[src/rtl/ps2_rx.sv]
// PS/2 device-to-host receiver: synchronizes and deglitches the PS/2 lines and deframes 11-bit frames into scancode bytes.
// Build option: define PS2_PARITY_CHECK_EN to reject frames whose odd-parity bit does not match the data.
module ps2_rx #(
   parameter int FILTER_LEN     = 4,
   parameter int TIMEOUT_CYCLES = 12500
) (
   input  logic       clk,
   input  logic       reset,
   input  logic       ps2_clk,
   input  logic       ps2_data,
   output logic       strobe_out,
   output logic [7:0] code_out,
   output logic       frame_err,
   output logic       busy
);

   localparam int FW   = $clog2(FILTER_LEN + 1);
   localparam int TO_W = $clog2(TIMEOUT_CYCLES + 1);

`ifdef PS2_PARITY_CHECK_EN
   localparam logic PAR_EN = 1'b1;
`else
   localparam logic PAR_EN = 1'b0;
`endif

   typedef enum logic [1:0] {
      ST_IDLE,
      ST_DATA,
      ST_PARITY,
      ST_STOP
   } state_t;

   logic            r_clk_p0;
   logic            r_clk_p1;
   logic            r_dat_p0;
   logic            r_dat_p1;
   logic            r_filt_clk;
   logic [FW-1:0]   r_filt_cnt;
   logic            r_fall;
   state_t          r_state;
   logic [2:0]      r_bit_cnt;
   logic [7:0]      r_shift;
   logic            r_parity;
   logic [TO_W-1:0] r_to_cnt;
   logic [7:0]      r_code;
   logic            r_strobe;
   logic            r_err;
   logic            r_busy;
   logic            w_par_ok;
   logic            w_timeout;

   // Stage p0/p1: two-flop synchronizers for both asynchronous PS/2 lines
   always_ff @(posedge clk) begin
      if (reset) begin
         r_clk_p0 <= 1'b1;
         r_clk_p1 <= 1'b1;
         r_dat_p0 <= 1'b1;
         r_dat_p1 <= 1'b1;
      end else begin
         r_clk_p0 <= ps2_clk;
         r_clk_p1 <= r_clk_p0;
         r_dat_p0 <= ps2_data;
         r_dat_p1 <= r_dat_p0;
      end
   end

   // Filter stage: the clock flips only on the FILTER_LEN-th consecutive differing sample
   always_ff @(posedge clk) begin
      if (reset) begin
         r_filt_clk <= 1'b1;
         r_filt_cnt <= '0;
         r_fall     <= 1'b0;
      end else begin
         r_fall <= 1'b0;
         if (r_clk_p1 == r_filt_clk) begin
            r_filt_cnt <= '0;
         end else if (r_filt_cnt == FW'(FILTER_LEN - 1)) begin
            r_filt_clk <= r_clk_p1;
            r_filt_cnt <= '0;
            r_fall     <= r_filt_clk;
         end else begin
            r_filt_cnt <= r_filt_cnt + FW'(1);
         end
      end
   end

   // The parity bit is always captured; it only gates acceptance when checking is built in.
   assign w_par_ok  = ~PAR_EN | (^{r_shift, r_parity});
   assign w_timeout = (r_state != ST_IDLE) && !r_fall &&
                      (r_to_cnt == TO_W'(TIMEOUT_CYCLES - 1));

   // Deframer stage: sampled data is taken in the same cycle the filtered falling edge is flagged
   always_ff @(posedge clk) begin
      if (reset) begin
         r_state   <= ST_IDLE;
         r_bit_cnt <= '0;
         r_shift   <= '0;
         r_parity  <= 1'b0;
         r_to_cnt  <= '0;
         r_code    <= '0;
         r_strobe  <= 1'b0;
         r_err     <= 1'b0;
         r_busy    <= 1'b0;
      end else begin
         r_strobe <= 1'b0;
         r_err    <= 1'b0;
         if ((r_state == ST_IDLE) || r_fall) begin
            r_to_cnt <= '0;
         end else begin
            r_to_cnt <= r_to_cnt + TO_W'(1);
         end

         if (w_timeout) begin
            r_state  <= ST_IDLE;
            r_busy   <= 1'b0;
            r_err    <= 1'b1;
            r_to_cnt <= '0;
         end else if (r_fall) begin
            case (r_state)
               ST_IDLE: begin
                  if (!r_dat_p1) begin
                     r_state   <= ST_DATA;
                     r_busy    <= 1'b1;
                     r_bit_cnt <= '0;
                  end
               end
               ST_DATA: begin
                  r_shift   <= {r_dat_p1, r_shift[7:1]};
                  r_bit_cnt <= r_bit_cnt + 3'd1;
                  if (r_bit_cnt == 3'd7) begin
                     r_state <= ST_PARITY;
                  end
               end
               ST_PARITY: begin
                  r_parity <= r_dat_p1;
                  r_state  <= ST_STOP;
               end
               ST_STOP: begin
                  r_state <= ST_IDLE;
                  r_busy  <= 1'b0;
                  if (r_dat_p1 && w_par_ok) begin
                     r_code   <= r_shift;
                     r_strobe <= 1'b1;
                  end else begin
                     r_err <= 1'b1;
                  end
               end
               default: begin
                  r_state <= ST_IDLE;
                  r_busy  <= 1'b0;
               end
            endcase
         end
      end
   end

   assign strobe_out = r_strobe;
   assign code_out   = r_code;
   assign frame_err  = r_err;
   assign busy       = r_busy;

endmodule

[config.mk]
export PLATFORM = sky130hd
export DESIGN_NAME = ps2_rx
export DESIGN_NICKNAME = d
export VERILOG_FILES = /design/src/rtl/ps2_rx.sv
export SDC_FILE = /design/constraint.sdc
export NUM_CORES = 1
export LEC_CHECK = 0
export ABC_AREA = 1
export BUFFER_PORTS_ARGS = -buffer_cell sky130_fd_sc_hd__buf_2
export CORE_MARGIN = 8
export CORE_UTILIZATION = 40
export DETAILED_ROUTE_END_ITERATION = 16
export GPL_TIMING_DRIVEN = 0
export SLEW_MARGIN = 15
export SYNTH_ARGS = -nofsm -noshare
export SYNTH_HDL_FRONTEND = slang
export SYNTH_SLANG_ARGS = --single-unit
[constraint.sdc]
create_clock -name clk -period 2.2 [get_ports clk]
set_clock_uncertainty 0.15 [all_clocks]
set_input_delay 0.11 -clock clk [delete_from_list [all_inputs] [get_ports clk]]
set_output_delay 0.11 -clock clk [all_outputs]
set_load 0.01 [all_outputs]
Yosys cells after proc, flatten, opt, wreduce, memory -nomap -nowiden. Index checks and enable logic that the tools add are counted.

Add/subtract/negate cells: 3. Multipliers: 0. Divide/modulo/power cells: 0. Magnitude comparators: 0. Equality and inequality tests: 9. Shift-type cells: 0. Muxes and demuxes: 12. Bitwise operators: 5. Reduce and logical (&&, ||, !) cells: 19.

Operators with widths (number): $add A14 B1 Y14 const B (1); $eq A14 B14 Y1 const B (1); $reduce_and A3 Y1 (3); $reduce_or A3 Y1 (3); $pmux W2 S4 (1); $reduce_and A4 Y1 (2); $add A3 B1 Y3 const B (2); $mux W1 (6); $pmux W3 S2 (1); $reduce_bool A2 Y1 (3); $not A1 Y1 (5); $eq A2 B2 Y1 const B (2); $mux W2 (2); $ne A2 B2 Y1 const B (2); $reduce_or A4 Y1 (1); $eq A3 B2 Y1 const B (1); $eq A3 B3 Y1 const B (1); $mux W3 (1); $eq A2 B1 Y1 const B (1); $logic_and A1 B1 Y1 (2); $logic_not A2 Y1 (1); $pmux W1 S2 (1); $reduce_and A2 Y1 (1); $reduce_or A2 Y1 (1); 3 further kinds (3).

Register bits after elaboration: 47. Latch bits: 0. Bits in writable memories: 0. ROM bits: 0. Input port bits: 4. Output and inout port bits: 11. Word-level logic and storage cells: 63. Memories kept: 0.

Logic depth before layout (Yosys ltp). Gate-level depths: netlist of run 1.

Depth after elaboration: 5. Mapped depth: 10. Gate-level depth less buffers: 10.

Least setup slack after synthesis of run 1. OpenSTA, ideal clock, no wires.

Path kind: reg-to-reg. From: register r_state[0]. To: register r_bit_cnt[1]. Setup time: 0.117 ns. Arrival time: 1.192 ns. Data required time: 1.933 ns. Path slack: 0.741 ns. Cell stages (with the launch flop): 9. Path buffers: 0. Clock period less this slack: 1.459 ns. Path through: dfxtp_1 > inv_1 > ha_1 > nand2_1 > nand2_1 > a21oi_1 > inv_1 > a21oi_1 > nor2_1.

Cells in the longest elaborated chain, start to end: 5. Elaborated cells between the ends (all ways): 10. Classes of those cells: eq/ne: 2; mux: 1; bitwise: 1; reduce/logical: 6.

RTL lines: start: declaration (line 40) `state_t r_state;`; start signal: assignment (line 95) `r_state <= ST_IDLE;`; start signal: assignment (line 114) `r_state <= ST_IDLE;`; start signal: assignment (line 122) `r_state <= ST_DATA;`; $reduce_bool A2 Y1 (line 89) `assign w_timeout = (r_state != ST_IDLE) && !r_fall &&`; $logic_and A1 B1 Y1 (2 in a row) (line 89); $not A1 Y1 (no source line); $reduce_and A4 Y1 (no source line); end signal: assignment (line 129) `r_bit_cnt <= r_bit_cnt + 3'd1;`; end: declaration (line 41) `logic [2:0] r_bit_cnt;`.

Parallel ways exist; a longest one is shown, timed or not. A chain may end at the register's enable or synchronous reset.

Final worst setup path of run 1.
From: register r_state[1]. To: register r_shift[7].

Cells in the longest elaborated chain, start to end: 5. Elaborated cells between the ends (all ways): 6. Classes of those cells: eq/ne: 1; bitwise: 1; reduce/logical: 4.

RTL lines: $reduce_bool A2 Y1 (line 89); $logic_and A1 B1 Y1 (2 in a row) (line 89); $not A1 Y1 (no source line); $reduce_and A3 Y1 (no source line) *; end signal: assignment (line 128) `r_shift <= {r_dat_p1, r_shift[7:1]};`; end: declaration (line 42) `logic [7:0] r_shift;`.

Every way passes the cells marked *; elsewhere a longest branch is shown, timed or not.

==> impl_metrics.tcl, run 1 <==
set metrics [dict create \
    status "complete, no violations" \
    crit_fanout 9 \
    fmax_mhz 591.4 \
    synthSimpleGateAreaFrac_pct 26.02 \
    rsz0062_at_grt "no" \
    cts_tree "built" \
    period_share_pct 76.86 \
    timing.rr.end "r_shift[7]" \
    synth-seq-cells 47 \
    via_per_inst 4.358 \
    synth_most_common_cell "nor2_1" \
    synthesis.area_sq_mm 0.002024 \
    cp-start-kind "flop" \
    area_growth_pct 14.09 \
    clock-root-buffer "clkbuf_8" \
    m1WireLength_microns 1742 \
    ant_nets 0 \
    synth_top_area_share_pct 46.48 \
    path_class "reg -> reg" \
    intPower_uw 1199 \
    htree_levels 2 \
    post-route-util_pct 46.10 \
    nets 306 \
    netSwitchingFraction_pct 18.86 \
    synth_area_leaders "dfxtp_1, nor2_1, inv_1" \
    tns_ns 0 \
    grt_pass1_wl_microns 6141 \
    synth_cell_types 25 \
    setup_viol 0 \
    cts_setup_buffers 0 \
    antenna_found_initial 0 \
    r2r_start "r_state[1]" \
    first_pass_iters 4 \
    end_kind "flop" \
    synth_compound_area_share_pct 9.642 \
    hold_path_class "reg -> reg" \
    clk_path_buf_depth 2 \
    rows 26 \
    arrival_ns 1.73 \
    grt_max_degree 14 \
    portBuffers 13 \
    fin_crit_ns 1.691 \
    synth-adder-area-share_pct 5.562 \
    slew_viol_final 0 \
    gp_congestion 0.8391 \
    drive_above_1_share_pct 11.95 \
    clkTransAtPathRegs_ns 0.08 \
    synth_top_family_by_area "simple AND/OR/NAND/NOR gates" \
    start_util_pct 40.41 \
    synthMuxAreaShare_pct 0 \
    p_switching_uw 278.7 \
    required_ns 2.23 \
    min_to "r_clk_p1" \
    max_slew_margin_pct 76.74 \
    seq_area_frac_synth_pct 46.48 \
    power.density_mw_per_mm2 639.9 \
    power.share.sequential_pct 57.9 \
    first_global_vias 1472 \
    post_dp_cell_area_sq_mm 0.002177 \
    worst_pin_slew_ns 0.3489 \
    syn_avg_cell_area_sq_um 7.498 \
    wl_per_cell_microns 9.245 \
    grt_usage_pct 10.04 \
    dp_hpwl_microns 2555 \
    syn_inst 270 \
    pwr-share-comb_pct 1.9 \
    dieArea_sq_mm 0.007593 \
    stdcell_area_sq_mm 0.002310 \
    top_layer "met4" \
    cts_resized 0 \
    yosysTopAreaCell "dfxtp_1" \
    hp-start "r_clk_p0" \
    pwr-share-clk_pct 40.2 \
    die_h_microns 87.14 \
    numCtsBuffers 5 \
    core-area_sq_mm 0.005010 \
    grt_overflow 0 \
    wirelength_microns 3356 \
    synth-main-ff-cell "dfxtp_1" \
    vias 1582 \
    netlist_top_cells_count "nor2_1, dfxtp_1, inv_1" \
    r2r_slack_ns 0.51 \
    r2r_cells 6 \
    cts.sinks 47 \
    die_w_microns 87.14 \
    timing.final.hold_violations 0 \
    insertion_delay_ns 0.29 \
    p_leak_uw 0.0009215 \
    drc_errors 0 \
    wl_met3_microns 174 \
    irDropWorstVdd_v 0.0004093 \
    syn-num-nets 283 \
    hold_path_depth 1 \
    diodes 0 \
    route.met2.wl_microns 1380 \
    synthArstFlopShare_pct 0 \
    hold_buffers 3 \
    synth-xor-area-share_pct 3.028 \
    cap_violations 0 \
    whs_ns 0.2662 \
    io_pins 15 \
    drtIter0Drc 58 \
    synth_edf_count 0 \
    synth-warning-count 0 \
]
sequential cells by signal, indices dropped and copies added, names as in the netlist:
signal and count:
busy 1, code_out 8, frame_err 1, r_bit_cnt 3
r_clk_p0 1, r_clk_p1 1, r_dat_p0 1, r_dat_p1 1
r_fall 1, r_filt_clk 1, r_filt_cnt 3, r_shift 8
r_state 2, r_to_cnt 14, strobe_out 1
through the flow:
stage / setup WS, ns / power (uW) / instances
floorplan: 0.7405 / 892.9 / 270
global placement: 0.5297 / 899.3 / 353
detailed placement: 0.5219 / 899.6 / 353
CTS: 0.5060 / 1502 / 363
global route: 0.3357 / 1545 / 363
finish: 0.5091 / 1478 / 363
cell usage in the layout (no fill, tap or decap), drive strengths merged:
master,instances
nor2,58
dfxtp,47
inv,41
nand2,37
o21ai,21
buf,17
nand3,17
a21oi,15
ha,9
clkbuf,7
or2,5
nand4,4
xor2,4
xnor2,3
dlygate4sd3,3
o211ai,1
nor4,1
clkinv,1
o21bai,1
bufinv,1
worst max-delay path, stage by stage (launching register included):
cell and delay [ns]:
dfxtp_1 0.39, inv_1 0.08, ha_1 0.22, nand2_1 0.20
clkinv_1 0.26, o21ai_0 0.23, a21oi_1 0.05
per-layer routing:
| metal | GRT usage, % | vias to the layer above |
|---|---|---|
| met5 | 0 | - |
| met4 | 5.156 | 0 |
| met3 | 2.547 | 4 |
| met2 | 15.89 | 24 |
| met1 | 12.24 | 667 |
| li1 | - | 887 |
cells by family after synthesis:
family | Yosys count
AND/OR/NAND/NOR | 122
buffers and inverters | 47
flip-flops | 47
AO/OA/AOI/OAI | 38
adder cells (fa/ha/maj) | 9
XOR/XNOR | 7
power groups by stage:
stage | registers (uW) | clock network, uW | logic, uW
5_1_grt | 856 | 657 | 31.4
3_3_place_gp | 876 | 0 | 23.7
3_5_place_dp | 876 | 0 | 23.9
4_1_cts | 856 | 619 | 28.0
2_1_floorplan | 875 | 0 | 17.7
6_report | 855 | 595 | 27.7
layout make-up:
type,instances,area (sq um)
Fill cell,542,2700
Sequential cell,47,940.9
Multi-Input combinational cell,176,895.9
Inverter,42,157.7
Timing Repair Buffer,16,95.09
Tap cell,70,87.58
Clock buffer,6,72.57
Clock inverter,1,30.03
Buffer,5,30.03
worst max path at each step:
| stage | from | endpoint | slack, ns | depth (start not counted) |
|---|---|---|---|---|
| after floorplan | r_state[0] | r_bit_cnt[1] | 0.74 | 8 |
| after global placement | r_state[1] | r_shift[7] | 0.53 | 6 |
| after detailed placement | r_state[1] | r_shift[7] | 0.52 | 6 |
| after CTS | r_state[1] | r_shift[7] | 0.51 | 6 |
| after global routing | r_state[1] | r_shift[7] | 0.34 | 6 |
| final | r_state[1] | r_shift[7] | 0.51 | 6 |
Power figures use the tool's default switching activity.
==> run 2: changes to the inputs <==
ABC_AREA = 0   (was 1)
clock period = 1.5 ns   (was 2.2 ns; I/O delays follow)
==> run 2 against run 1 <==
Against the previous run: the run now ends with setup timing left; largest power group unchanged; combinational power increased by 62%; highest routed layer unchanged; critical endpoint is now r_to_cnt[11]; critical path depth unchanged; die area decreased by 3.8%; area after synthesis decreased by 4.6%; first-iteration DRC count increased by 81%.
==> impl_metrics.tcl, run 2 <==
set metrics [dict create \
    cts_tree "built" \
    portBuffers 14 \
    setup_viol 22 \
    synth_most_common_cell "dfxtp_1" \
    first_pass_iters 4 \
    rsz0062_at_grt "yes" \
    critical_path.slowest_cell "or4_4" \
    required_ns 1.55 \
    vias 1447 \
    grt_max_degree 15 \
    syn-num-nets 228 \
    setup_slack_ns -0.3763 \
    antenna_found_initial 0 \
    io_pins 15 \
    grt_pass1_wl_microns 5961 \
    tns_ns -6.898 \
    dp_hpwl_microns 2375 \
    cap_violations 0 \
    synth_cell_types 33 \
    violations "setup timing" \
    critPathBufInv 2 \
    synthArstFlopShare_pct 0 \
    p_leak_uw 0.0009007 \
    regMostFlops "r_to_cnt" \
    synthesis.area_sq_mm 0.001931 \
    seq_area_frac_synth_pct 48.74 \
    largest_reg_flops 14 \
    irDropWorstVdd_v 0.0004572 \
    final_common_cell "dfxtp_1" \
    dieArea_sq_mm 0.007306 \
    regArea_sq_um 949.7 \
    first_global_vias 1313 \
    gp_congestion 0.7495 \
    post_dp_cell_area_sq_mm 0.002081 \
    slew_viol_final 0 \
    wirelength_microns 3582 \
    core-area_sq_mm 0.004692 \
    via_per_inst 4.872 \
    status "finished with violations" \
    clock-root-buffer "clkbuf_8" \
    stdcell_area_sq_mm 0.002332 \
    ant_nets 0 \
    crit_fanout 10 \
    end_kind "flop" \
    nets 255 \
    synthSimpleGateAreaFrac_pct 26.18 \
    max_slew_margin_pct 71.85 \
    drc_errors 0 \
    power.density_mw_per_mm2 968.4 \
    clkTransAtPathRegs_ns 0.09 \
    crit_chain "or4_4 > nor4_4 > or4_1 > buf_6 > buf_12 > nor2_1" \
    insertion_delay_ns 0.30 \
    synth_top_family_by_area "simple AND/OR/NAND/NOR gates" \
    synth-warning-count 0 \
    slowest_delay_ns 0.54 \
    fmax_mhz 533.0 \
    rows 25 \
    layout_common_cells "dfxtp_1, nand2_1, nor2_1, a21oi_1, buf_2" \
    synthMuxAreaShare_pct 2.074 \
    synth_compound_area_share_pct 6.935 \
    synth-seq-cells 47 \
    path_class "reg -> reg" \
    syn_avg_cell_area_sq_um 8.980 \
    drive_above_1_share_pct 25.10 \
    synth-xor-area-share_pct 5.898 \
    start_util_pct 41.15 \
    grt_usage_pct 10.36 \
    period_share_pct 125.1 \
    cts.sinks 47 \
    whs_ns 0.08761 \
    grt_overflow 0 \
    timing.final.hold_violations 0 \
    arrival_ns 1.92 \
    fill_cells 452 \
    diodes 0 \
    synth-main-ff-cell "dfxtp_1" \
    fin_crit_ns 1.876 \
    area_growth_pct 20.80 \
    die_h_microns 85.48 \
    synth_edf_count 0 \
    die_w_microns 85.48 \
    cp-start-kind "flop" \
    htree_levels 2 \
    multi_input_area_sq_um 972.2 \
    netlist_top_cells_count "dfxtp_1, nand2_1, nor2_1" \
    syn_inst 215 \
    hold_path_class "in -> reg" \
    synth-adder-area-share_pct 5.833 \
    numCtsBuffers 5 \
    worst_pin_slew_ns 0.4223 \
    cp_top_family "simple AND/OR/NAND/NOR gates" \
    yosysTopAreaCell "dfxtp_1" \
    clk_path_buf_depth 2 \
    drtIter0Drc 105 \
    wl_per_cell_microns 12.06 \
    synth_top_area_share_pct 48.74 \
    synth_area_leaders "dfxtp_1, nand2_1, ha_1" \
]
## run 2: layout make-up
class | instances | area share, %
multi-input combinational | 152 | 41.68
sequential | 47 | 40.72
timing repair buffer | 22 | 6.330
clock buffer | 6 | 3.541
tap | 54 | 2.897
buffer | 9 | 2.521
clock inverter | 2 | 1.502
inverter | 5 | 0.8047
## run 2: path summary, 6_finish.rpt
kind                                      to   startpoint  slack [ns]  cells after the start
worst min register to register      r_clk_p1     r_clk_p0        0.26                      1
worst max register to register  r_to_cnt[11]  r_to_cnt[9]       -0.38                      6
worst max-delay path            r_to_cnt[11]  r_to_cnt[9]       -0.38                      6
worst min-delay path             r_to_cnt[5]        reset        0.09                      5
## run 2: what timing repair did
action,in CTS,in global routing
buffers inserted,4,2
endpoints found under the hold margin,2,0
gates resized for setup,7,18
hold buffers,2,0
pin swaps,12,3
endpoints found under the setup margin,30,38
## run 2: worst reg2reg max path, delay by kind of cell, from the launching register on
family                 cells  cell delay, ns
DFF                        1            0.33
buffers and inverters      2            0.24
and+or+nand+nor            4            1.05
## run 2: kinds of logic after synthesis
family                     Yosys count
AOI/OAI and AO/OA                   24
xor gates and xnor gates            13
adders and majority gates            9
buffers and inverters               16
DFF                                 47
muxes                                4
and+or+nand+nor                    102
## run 2: through the flow
step,setup WS (ns),cells,utilization (%),total power [uW]
finish,-0.3763,297,49.71,2259
global placement,-0.5013,283,44.35,1328
CTS,-0.4731,296,48.72,2284
floorplan,-0.3347,215,-,1313
global route,-0.4179,297,49.71,2336
detailed placement,-0.5000,283,44.35,1328
## run 2: layer usage
metal | track usage [%] | routed length [microns] | up-vias
met3 | 2.992 | 154 | 6
li1 | - | - | 772
met5 | 0 | 0 | -
met1 | 12.79 | 1795 | 647
met2 | 15.30 | 1538 | 22
met4 | 6.688 | 94 | 0
## run 2: report_power, final
part	internal, uW	total (uW)	leakage (uW)	switching (uW)
combinational	20.4	44.8	0.000456	24.4
clock	539	953	0.0000612	414
sequential	1250	1260	0.000383	6.04
total	1810	2260	0.000901	444
